File: src/rtl/alu_issue_ctrl.sv
// rtl/alu_issue_ctrl.sv - RV64 ALU-op decoder with a 2-entry decoded-op issue buffer
module alu_issue_ctrl #(
    parameter int DEPTH = 2
) (
    input  logic        clk,
    input  logic        reset,
    input  logic        in_valid,
    output logic        in_ready,
    input  logic [31:0] instr,
    input  logic [63:0] rs1_data,
    input  logic [63:0] rs2_data,
    input  logic        flush,
    output logic        out_valid,
    input  logic        out_ready,
    output logic [3:0]  ALUOp,
    output logic [63:0] a,
    output logic [63:0] b,
    output logic [7:0]  illegal_cnt
);

    localparam logic [3:0] OP_AND = 4'b0000;
    localparam logic [3:0] OP_OR  = 4'b0001;
    localparam logic [3:0] OP_ADD = 4'b0010;
    localparam logic [3:0] OP_SUB = 4'b0110;
    localparam logic [3:0] OP_SLL = 4'b1000;

    logic [6:0]  opcode;
    logic [2:0]  funct3;
    logic [6:0]  funct7;
    logic [63:0] imm_i;
    logic [63:0] imm_s;
    logic [63:0] shamt;

    logic        dec_legal;
    logic [3:0]  dec_op;
    logic [63:0] dec_b;

    // Head entry lives in slot 0; slot 1 only holds the second-oldest entry.
    logic [1:0]  occ;
    logic [3:0]  op0, op1;
    logic [63:0] a0, a1, b0, b1;

    logic accept;
    logic push;
    logic pop;
    logic unused_rs1_field;

    assign opcode = instr[6:0];
    assign funct3 = instr[14:12];
    assign funct7 = instr[31:25];
    assign imm_i  = {{52{instr[31]}}, instr[31:20]};
    assign imm_s  = {{52{instr[31]}}, instr[31:25], instr[11:7]};
    assign shamt  = {58'd0, instr[25:20]};

    // Register indices are resolved upstream; only the operand data matters here.
    assign unused_rs1_field = ^instr[19:15];

    // Classify the instruction and select the ALU op and operand B.
    always_comb begin
        dec_legal = 1'b0;
        dec_op    = OP_AND;
        dec_b     = rs2_data;
        case (opcode)
            7'b0110011: begin
                if (funct3 == 3'b000 && funct7 == 7'b0000000) begin
                    dec_legal = 1'b1;
                    dec_op    = OP_ADD;
                end else if (funct3 == 3'b000 && funct7 == 7'b0100000) begin
                    dec_legal = 1'b1;
                    dec_op    = OP_SUB;
                end else if (funct3 == 3'b111 && funct7 == 7'b0000000) begin
                    dec_legal = 1'b1;
                    dec_op    = OP_AND;
                end else if (funct3 == 3'b110 && funct7 == 7'b0000000) begin
                    dec_legal = 1'b1;
                    dec_op    = OP_OR;
                end
            end
            7'b0010011: begin
                if (funct3 == 3'b000) begin
                    dec_legal = 1'b1;
                    dec_op    = OP_ADD;
                    dec_b     = imm_i;
                end else if (funct3 == 3'b001 && instr[31:26] == 6'd0) begin
                    dec_legal = 1'b1;
                    dec_op    = OP_SLL;
                    dec_b     = shamt;
                end
            end
            7'b0000011: begin
                if (funct3 == 3'b011) begin
                    dec_legal = 1'b1;
                    dec_op    = OP_ADD;
                    dec_b     = imm_i;
                end
            end
            7'b0100011: begin
                if (funct3 == 3'b011) begin
                    dec_legal = 1'b1;
                    dec_op    = OP_ADD;
                    dec_b     = imm_s;
                end
            end
            7'b1100011: begin
                if (funct3 == 3'b000) begin
                    dec_legal = 1'b1;
                    dec_op    = OP_SUB;
                end
            end
            default: ;
        endcase
    end

    assign in_ready  = int'(occ) < DEPTH;
    assign out_valid = (occ != 2'd0);
    assign accept    = in_valid && in_ready;
    assign push      = accept && dec_legal;
    assign pop       = out_valid && out_ready;

    // Outputs come straight from slot 0, forced to zero while the buffer is empty.
    assign ALUOp = out_valid ? op0 : 4'd0;
    assign a     = out_valid ? a0  : 64'd0;
    assign b     = out_valid ? b0  : 64'd0;

    // Shift-style FIFO: a pop moves slot 1 into slot 0, a push fills the lowest free slot.
    always_ff @(posedge clk or negedge reset) begin
        if (!reset) begin
            occ <= 2'd0;
            op0 <= 4'd0;
            a0  <= 64'd0;
            b0  <= 64'd0;
            op1 <= 4'd0;
            a1  <= 64'd0;
            b1  <= 64'd0;
        end else if (flush) begin
            occ <= 2'd0;
        end else if (push && pop) begin
            // Only reachable at occupancy 1, since a full buffer refuses pushes.
            op0 <= dec_op;
            a0  <= rs1_data;
            b0  <= dec_b;
        end else if (pop) begin
            op0 <= op1;
            a0  <= a1;
            b0  <= b1;
            occ <= occ - 2'd1;
        end else if (push) begin
            if (occ == 2'd0) begin
                op0 <= dec_op;
                a0  <= rs1_data;
                b0  <= dec_b;
            end else begin
                op1 <= dec_op;
                a1  <= rs1_data;
                b1  <= dec_b;
            end
            occ <= occ + 2'd1;
        end
    end

    // Count dropped undecodable instructions; flush does not cancel the count.
    always_ff @(posedge clk or negedge reset) begin
        if (!reset) begin
            illegal_cnt <= 8'd0;
        end else if (accept && !dec_legal && illegal_cnt != 8'hFF) begin
            illegal_cnt <= illegal_cnt + 8'd1;
        end
    end

endmodule

File: config.mk
export PLATFORM = sky130hd
export DESIGN_NAME = alu_issue_ctrl
export DESIGN_NICKNAME = d
export VERILOG_FILES = /design/src/rtl/alu_issue_ctrl.sv
export SDC_FILE = /design/constraint.sdc
export NUM_CORES = 1
export LEC_CHECK = 0
export ABC_AREA = 1
export CAP_MARGIN = 5
export CORE_MARGIN = 2
export CORE_UTILIZATION = 55
export CTS_CLUSTER_DIAMETER = 60
export CTS_CLUSTER_SIZE = 10
export DETAILED_ROUTE_END_ITERATION = 7
export PLACE_DENSITY_LB_ADDON = 0.1
export REMOVE_ABC_BUFFERS = 1
export SLEW_MARGIN = 20
export SYNTH_ARGS = -nofsm -noshare
export SYNTH_HDL_FRONTEND = slang
export SYNTH_SLANG_ARGS = --single-unit
export TNS_END_PERCENT = 5
File: constraint.sdc
create_clock -name clk -period 3.7 [get_ports clk]
set_clock_uncertainty 0.2 [all_clocks]
set_input_delay 0.555 -clock clk [delete_from_list [all_inputs] [get_ports clk]]
set_output_delay 0.555 -clock clk [all_outputs]
set_load 0.005 [all_outputs]
Yosys cells after proc, flatten, opt, wreduce, memory -nomap -nowiden
Index checks and enable logic that the tools add are counted.
- flip-flop bits (word level): 274
- bits of input ports: 165
- output and inout port bits: 142
- word-level logic and storage cells: 94
- $add $sub $neg: 3
- magnitude comparators: 1
- equality and inequality tests: 12
- muxes and demuxes: 42
- bitwise operators: 4
- reductions and logical operators: 24
- operator list (operator ; count):
    $mux 64 ; 14
    $pmux 64 s3 ; 1
    $mux 4 ; 7
    $eq 7x6->1 const B ; 3
    $pmux 4 s4 ; 1
    $logic_and 1x1->1 ; 11
    $mux 1 ; 10
    $mux 2 ; 5
    $mux 3 ; 3
    $reduce_bool 3->1 ; 3
    $add 8x1->8 const B ; 1
    $ne 8x8->1 const B ; 1
    $eq 7x2->1 const B ; 1
    $eq 7x5->1 const B ; 1
    $eq 7x7->1 const B ; 1
    $logic_not 7->1 ; 1
    $eq 3x3->1 const B ; 2
    $logic_not 6->1 ; 1
    $reduce_and 5->1 ; 1
    $not 1->1 ; 4
    $pmux 1 s4 ; 1
    $eq 3x1->1 const B ; 1
    $eq 3x2->1 const B ; 1
    $logic_not 3->1 ; 1
    other kinds (10) ; 10

Longest topological paths before layout
- depth in word-level cells: 12
- depth in mapped cells: 15
- gate-level depth less buffers: 14

Worst setup path after synthesis
Ideal clock, no wire load.
- path type: input -> register
- from: input instr[1]
- to: register a0[54]
- library setup time: 0.118 ns
- arrival: 1.962 ns
- data required time: 3.382 ns
- setup slack: 1.420 ns
- cell stages on the path: 15
- buffers on the path: 2
- cells stage by stage: nand2_1 -> inv_2 -> nand2_1 -> nor2_2 -> nand2_1 -> nand2_1 -> inv_2 -> nand3_2 -> nand2_2 -> nand2_1 -> nand3_2 -> buf_4 -> buf_2 -> nand2_1 -> nand2_1
- longest elaborated chain between the ends: 7
- elaborated cells between the ends (all ways): 13
- those cells by class: eq/ne (5); mux (2); reduce/logical (6)
- ends and longest elaborated chain (item ; RTL line ; source):
    from (decl) ; 9 ; input logic [31:0] instr,
    $eq 7x6->1 or $eq 7x2->1 (tied branches) ; 63 ; case (opcode)
    $reduce_or 2->1 (no source line) ; -- ;
    $pmux 1 s4 (*) ; 63 ;
    $logic_and 1x1->1 (*) ; 117 ; assign push = accept && dec_legal;
    $logic_and 1x1->1 ; 137 ; end else if (push && pop) begin
    $reduce_bool 3->1 (no source line) ; -- ;
    $reduce_and 3->1 (no source line) ; -- ;
    to (signal assigned) ; 140 ; a0 <= rs1_data;
    to (signal assigned) ; 150 ; a0 <= rs1_data;
    to (decl) ; 41 ; logic [63:0] a0, a1, b0, b1;
Mark *: on every way between the ends. The rest lies on a longest branch, timed or not.
A chain may end at the register's enable or synchronous reset.

Final worst setup path
- from: input instr[14]
- to: register b0[40]
- longest elaborated chain between the ends: 11
- elaborated cells between the ends (all ways): 33
- those cells by class: eq/ne (4); mux (18); reduce/logical (11)
- ends and longest elaborated chain (item ; RTL line ; source):
    $eq 3x3->1 ; 74 ; end else if (funct3 == 3'b110 && funct7 == 7'b0000000) begin
    $logic_and 1x1->1 ; 74 ;
    $mux 1 ; 74 ;
    $mux 1 ; 71 ; end else if (funct3 == 3'b111 && funct7 == 7'b0000000) begin
    $mux 1 ; 68 ; end else if (funct3 == 3'b000 && funct7 == 7'b0100000) begin
    $mux 1 ; 65 ; if (funct3 == 3'b000 && funct7 == 7'b0000000) begin
    $pmux 1 s4 ; 63 ;
    $logic_and 1x1->1 ; 117 ;
    $logic_and 1x1->1 ; 137 ;
    $reduce_bool 3->1 (no source line) ; -- ;
    $reduce_and 3->1 (no source line) ; -- ;
    to (signal assigned) ; 131 ; b0 <= 64'd0;
    to (signal assigned) ; 141 ; b0 <= dec_b;
    to (signal assigned) ; 145 ; b0 <= b1;
    to (decl) ; 41 ;
Parallel ways exist; a longest one is shown, timed or not. The select of a mux whose other input is x is not followed.

==> results.toml <==
[status]
outcome = "finished clean"

[logic_synthesis]
synth_cell_types = 28
synth-compound-area-share_pct = 8.52
synth_area_um2 = 15000
synthXorXnorAreaFrac_pct = 0.408
synth_fa_ha_area_share_pct = 0.0833
ys_warn_count = 0
yosys.area_share.simple_pct = 34.6
synth_seq_cells = 274
muxShareOfSynthArea_pct = 0
syn_inst = 2170
seq_area_frac_synth_pct = 45.7
synth_top_family_by_area = "simple AND/OR/NAND/NOR gates"
syn_area_per_cell_um2 = 6.92

[clock_network]
ctsRootBufferMaster = "clkbuf_16"
post_cts_buffers = 0
ctsHtreeMaxLevel = 2
path_clk_slew_ns = 0.05
numCtsBuffers = 34
cts_resized = 0
cts_sinks = 274
clkLatencyLatePin_ns = 0.50
cts_tree = "done"
holdBufCountCts = 1
clockBufferDepth = 3

[job]
maxCapViolations = 0

[detailed_routing]
detail_route.vias_per_cell = 5.40
vias = 14900
first_pass_iters = 7
wire_per_inst_um = 15.6
wl_um = 42800
drt_iter0_drc = 1450
ant_nets = 0
route.detailed.drc = 0

[sta]
fmax_ghz = 0.335
slew_violations = 0
rsz0062_at_grt = "false"
hold_viol_final = 0
worst_slew_pin_slew_ns = 0.753
fin_setup_tns_ns = 0
fin_crit_ns = 2.99
setup_ws_ns = 0.711
slew_headroom_pct = 49.8
timing.hold.ws_ns = 0.274
finalCritPeriodShare_pct = 80.8
setup_violations = 0

[finish]
final_common_cell = "nand2_1"
final_cells = 2750
final_core_util_pct = 72.1
area_growth_pct = 29.1
final_area_um2 = 19400
drive_gt1_share_pct = 4.11
fillers = 2114
mostFrequentLayoutCells = "nand2_1, clkdlybuf4s50_1, dfrtp_1"
layout.nets = 2568

[power_and_ir_drop]
p_total_mw = 10.4
ir_drop_uv = 427
power_density_nw_per_um2 = 539
leakage_nw = 9.68

[floorplan]
start_util_pct = 55.9
row_count = 60
design.portCount = 307
dieArea_um2 = 28600
core_um2 = 26900
die-height_um = 169
die_w_um = 169

[global_routing]
grt_pass1_vias = 14200
gr-usage-all-layers_pct = 29.7
antenna_found_initial = 5
overflow = 0
grt_start_max_net_pins = 106
grt_pass1_wl_um = 69900

[worst_hold_path]
hp-class = "flip-flop to flip-flop"
worstHoldStart = "a0[21]$_DFFE_PN0P_"

[placement]
gp_congestion = 0.915
place_hpwl_um = 26500
portBuffers = 301
place_ws_ns = 0.272
dpl_cell_area_um2 = 18400
dp.cells = 2706

[setup_path]
critPathKind = "input port to flip-flop"
startpoint_type = "input port"
crit_fanout = 42
crit_required_ns = 3.88
r2r-start = "occ[1]$_DFFE_PN0P_"
startpoint = "instr[14]"
end_kind = "flip-flop"
cp.arrival_ns = 3.17
-- worst max-delay path, stage by stage --
cell and delay (ns):
clkdlybuf4s50_1 0.51, nor2_1 0.26, nand2_2 0.11, inv_2 0.13
nand3_1 0.16, nand2_1 0.09, nand2_1 0.09, nand3_2 0.16
nand2_4 0.11, nand2_1 0.12, nand3_4 0.35, buf_12 0.34
nand2_1 0.09, nand2_1 0.06
-- registers in the layout (all words and copies together) (netlist names) --
signal and cells:
op1 4, op0 4, illegal_cnt 8, a0 64, b1 64, occ 2, b0 64, a1 64
-- Yosys cell counts --
master,count,area [um2]
a21oi_1,59,295
a21oi_4,1,16.3
clkbuf_1,89,334
nand3b_1,63,473
and3_1,1,6.26
nand3_2,3,30.0
nor2_1,173,649
nand2_1,787,2950
nor2_2,3,18.8
nand4_1,53,332
dfrtp_1,274,6860
o21ai_1,8,40.0
buf_4,4,30.0
nand3_1,136,681
a41oi_1,1,8.76
buf_1,1,3.75
xnor2_1,1,8.76
xor2_1,6,52.6
buf_2,47,235
clkinv_1,1,3.75
inv_2,6,22.5
buf_6,1,11.3
inv_1,258,968
nand2_2,3,18.8
o21ai_2,1,8.76
ha_1,1,12.5
nor3_1,7,35.0
o21ai_0,182,911
-- power by group --
group          switching, mW  internal [mW]  leakage (nW)
clock                   1.22           1.80         0.475
combinational           1.73           1.59          5.58
sequential             0.399           3.71          3.63
total                   3.35           7.09          9.68
-- worst paths after layout --
check / to / slack, ns / cells past startpoint
min in group asynchronous: b0[0]$_DFFE_PN0P_ / 0.44 / 2
setup / recovery: b0[40]$_DFFE_PN0P_ / 0.71 / 14
hold reg to reg: a0[21]$_DFFE_PN0P_ / 0.27 / 2
max in group asynchronous: b1[24]$_DFFE_PN0P_ / 1.85 / 3
setup reg to reg: b0[40]$_DFFE_PN0P_ / 1.15 / 9
hold / removal: a0[21]$_DFFE_PN0P_ / 0.27 / 2
-- cells by family (layout without fill, tap and decap cells) --
family,count (synthesis),after routing
flops,274,274
buf+inv,407,644
simple gates,1229,1229
other cells,0,2
xor+xnor,7,7
compound gates,252,252
fa+ha+maj,1,1
-- metal layers --
| metal | wire [um] | GRT usage (%) | vias up | part of all wire (%) |
|---|---|---|---|---|
| li1 | - | - | 7197 | - |
| met1 | 18000 | 39.9 | 6914 | 42 |
| met2 | 20200 | 48.9 | 646 | 47 |
| met3 | 3320 | 4.78 | 93 | 7.8 |
| met4 | 1260 | 10.6 | 4 | 2.9 |
| met5 | 27 | 0 | - | 0.063 |
-- area by class of cell --
class / instances / area, um2 / share of cell area (%)
Multi-Input combinational cell: 1489 / 6600 / 34.1
Tap cell: 341 / 427 / 2.20
Clock inverter: 2 / 16.3 / 0.0839
Clock buffer: 39 / 953 / 4.92
Sequential cell: 274 / 6860 / 35.4
Timing Repair Buffer: 338 / 3520 / 18.2
Antenna cell: 2 / 5.00 / 0.0258
Inverter: 265 / 995 / 5.13
Note: power is estimated with default switching activity, not from simulation.
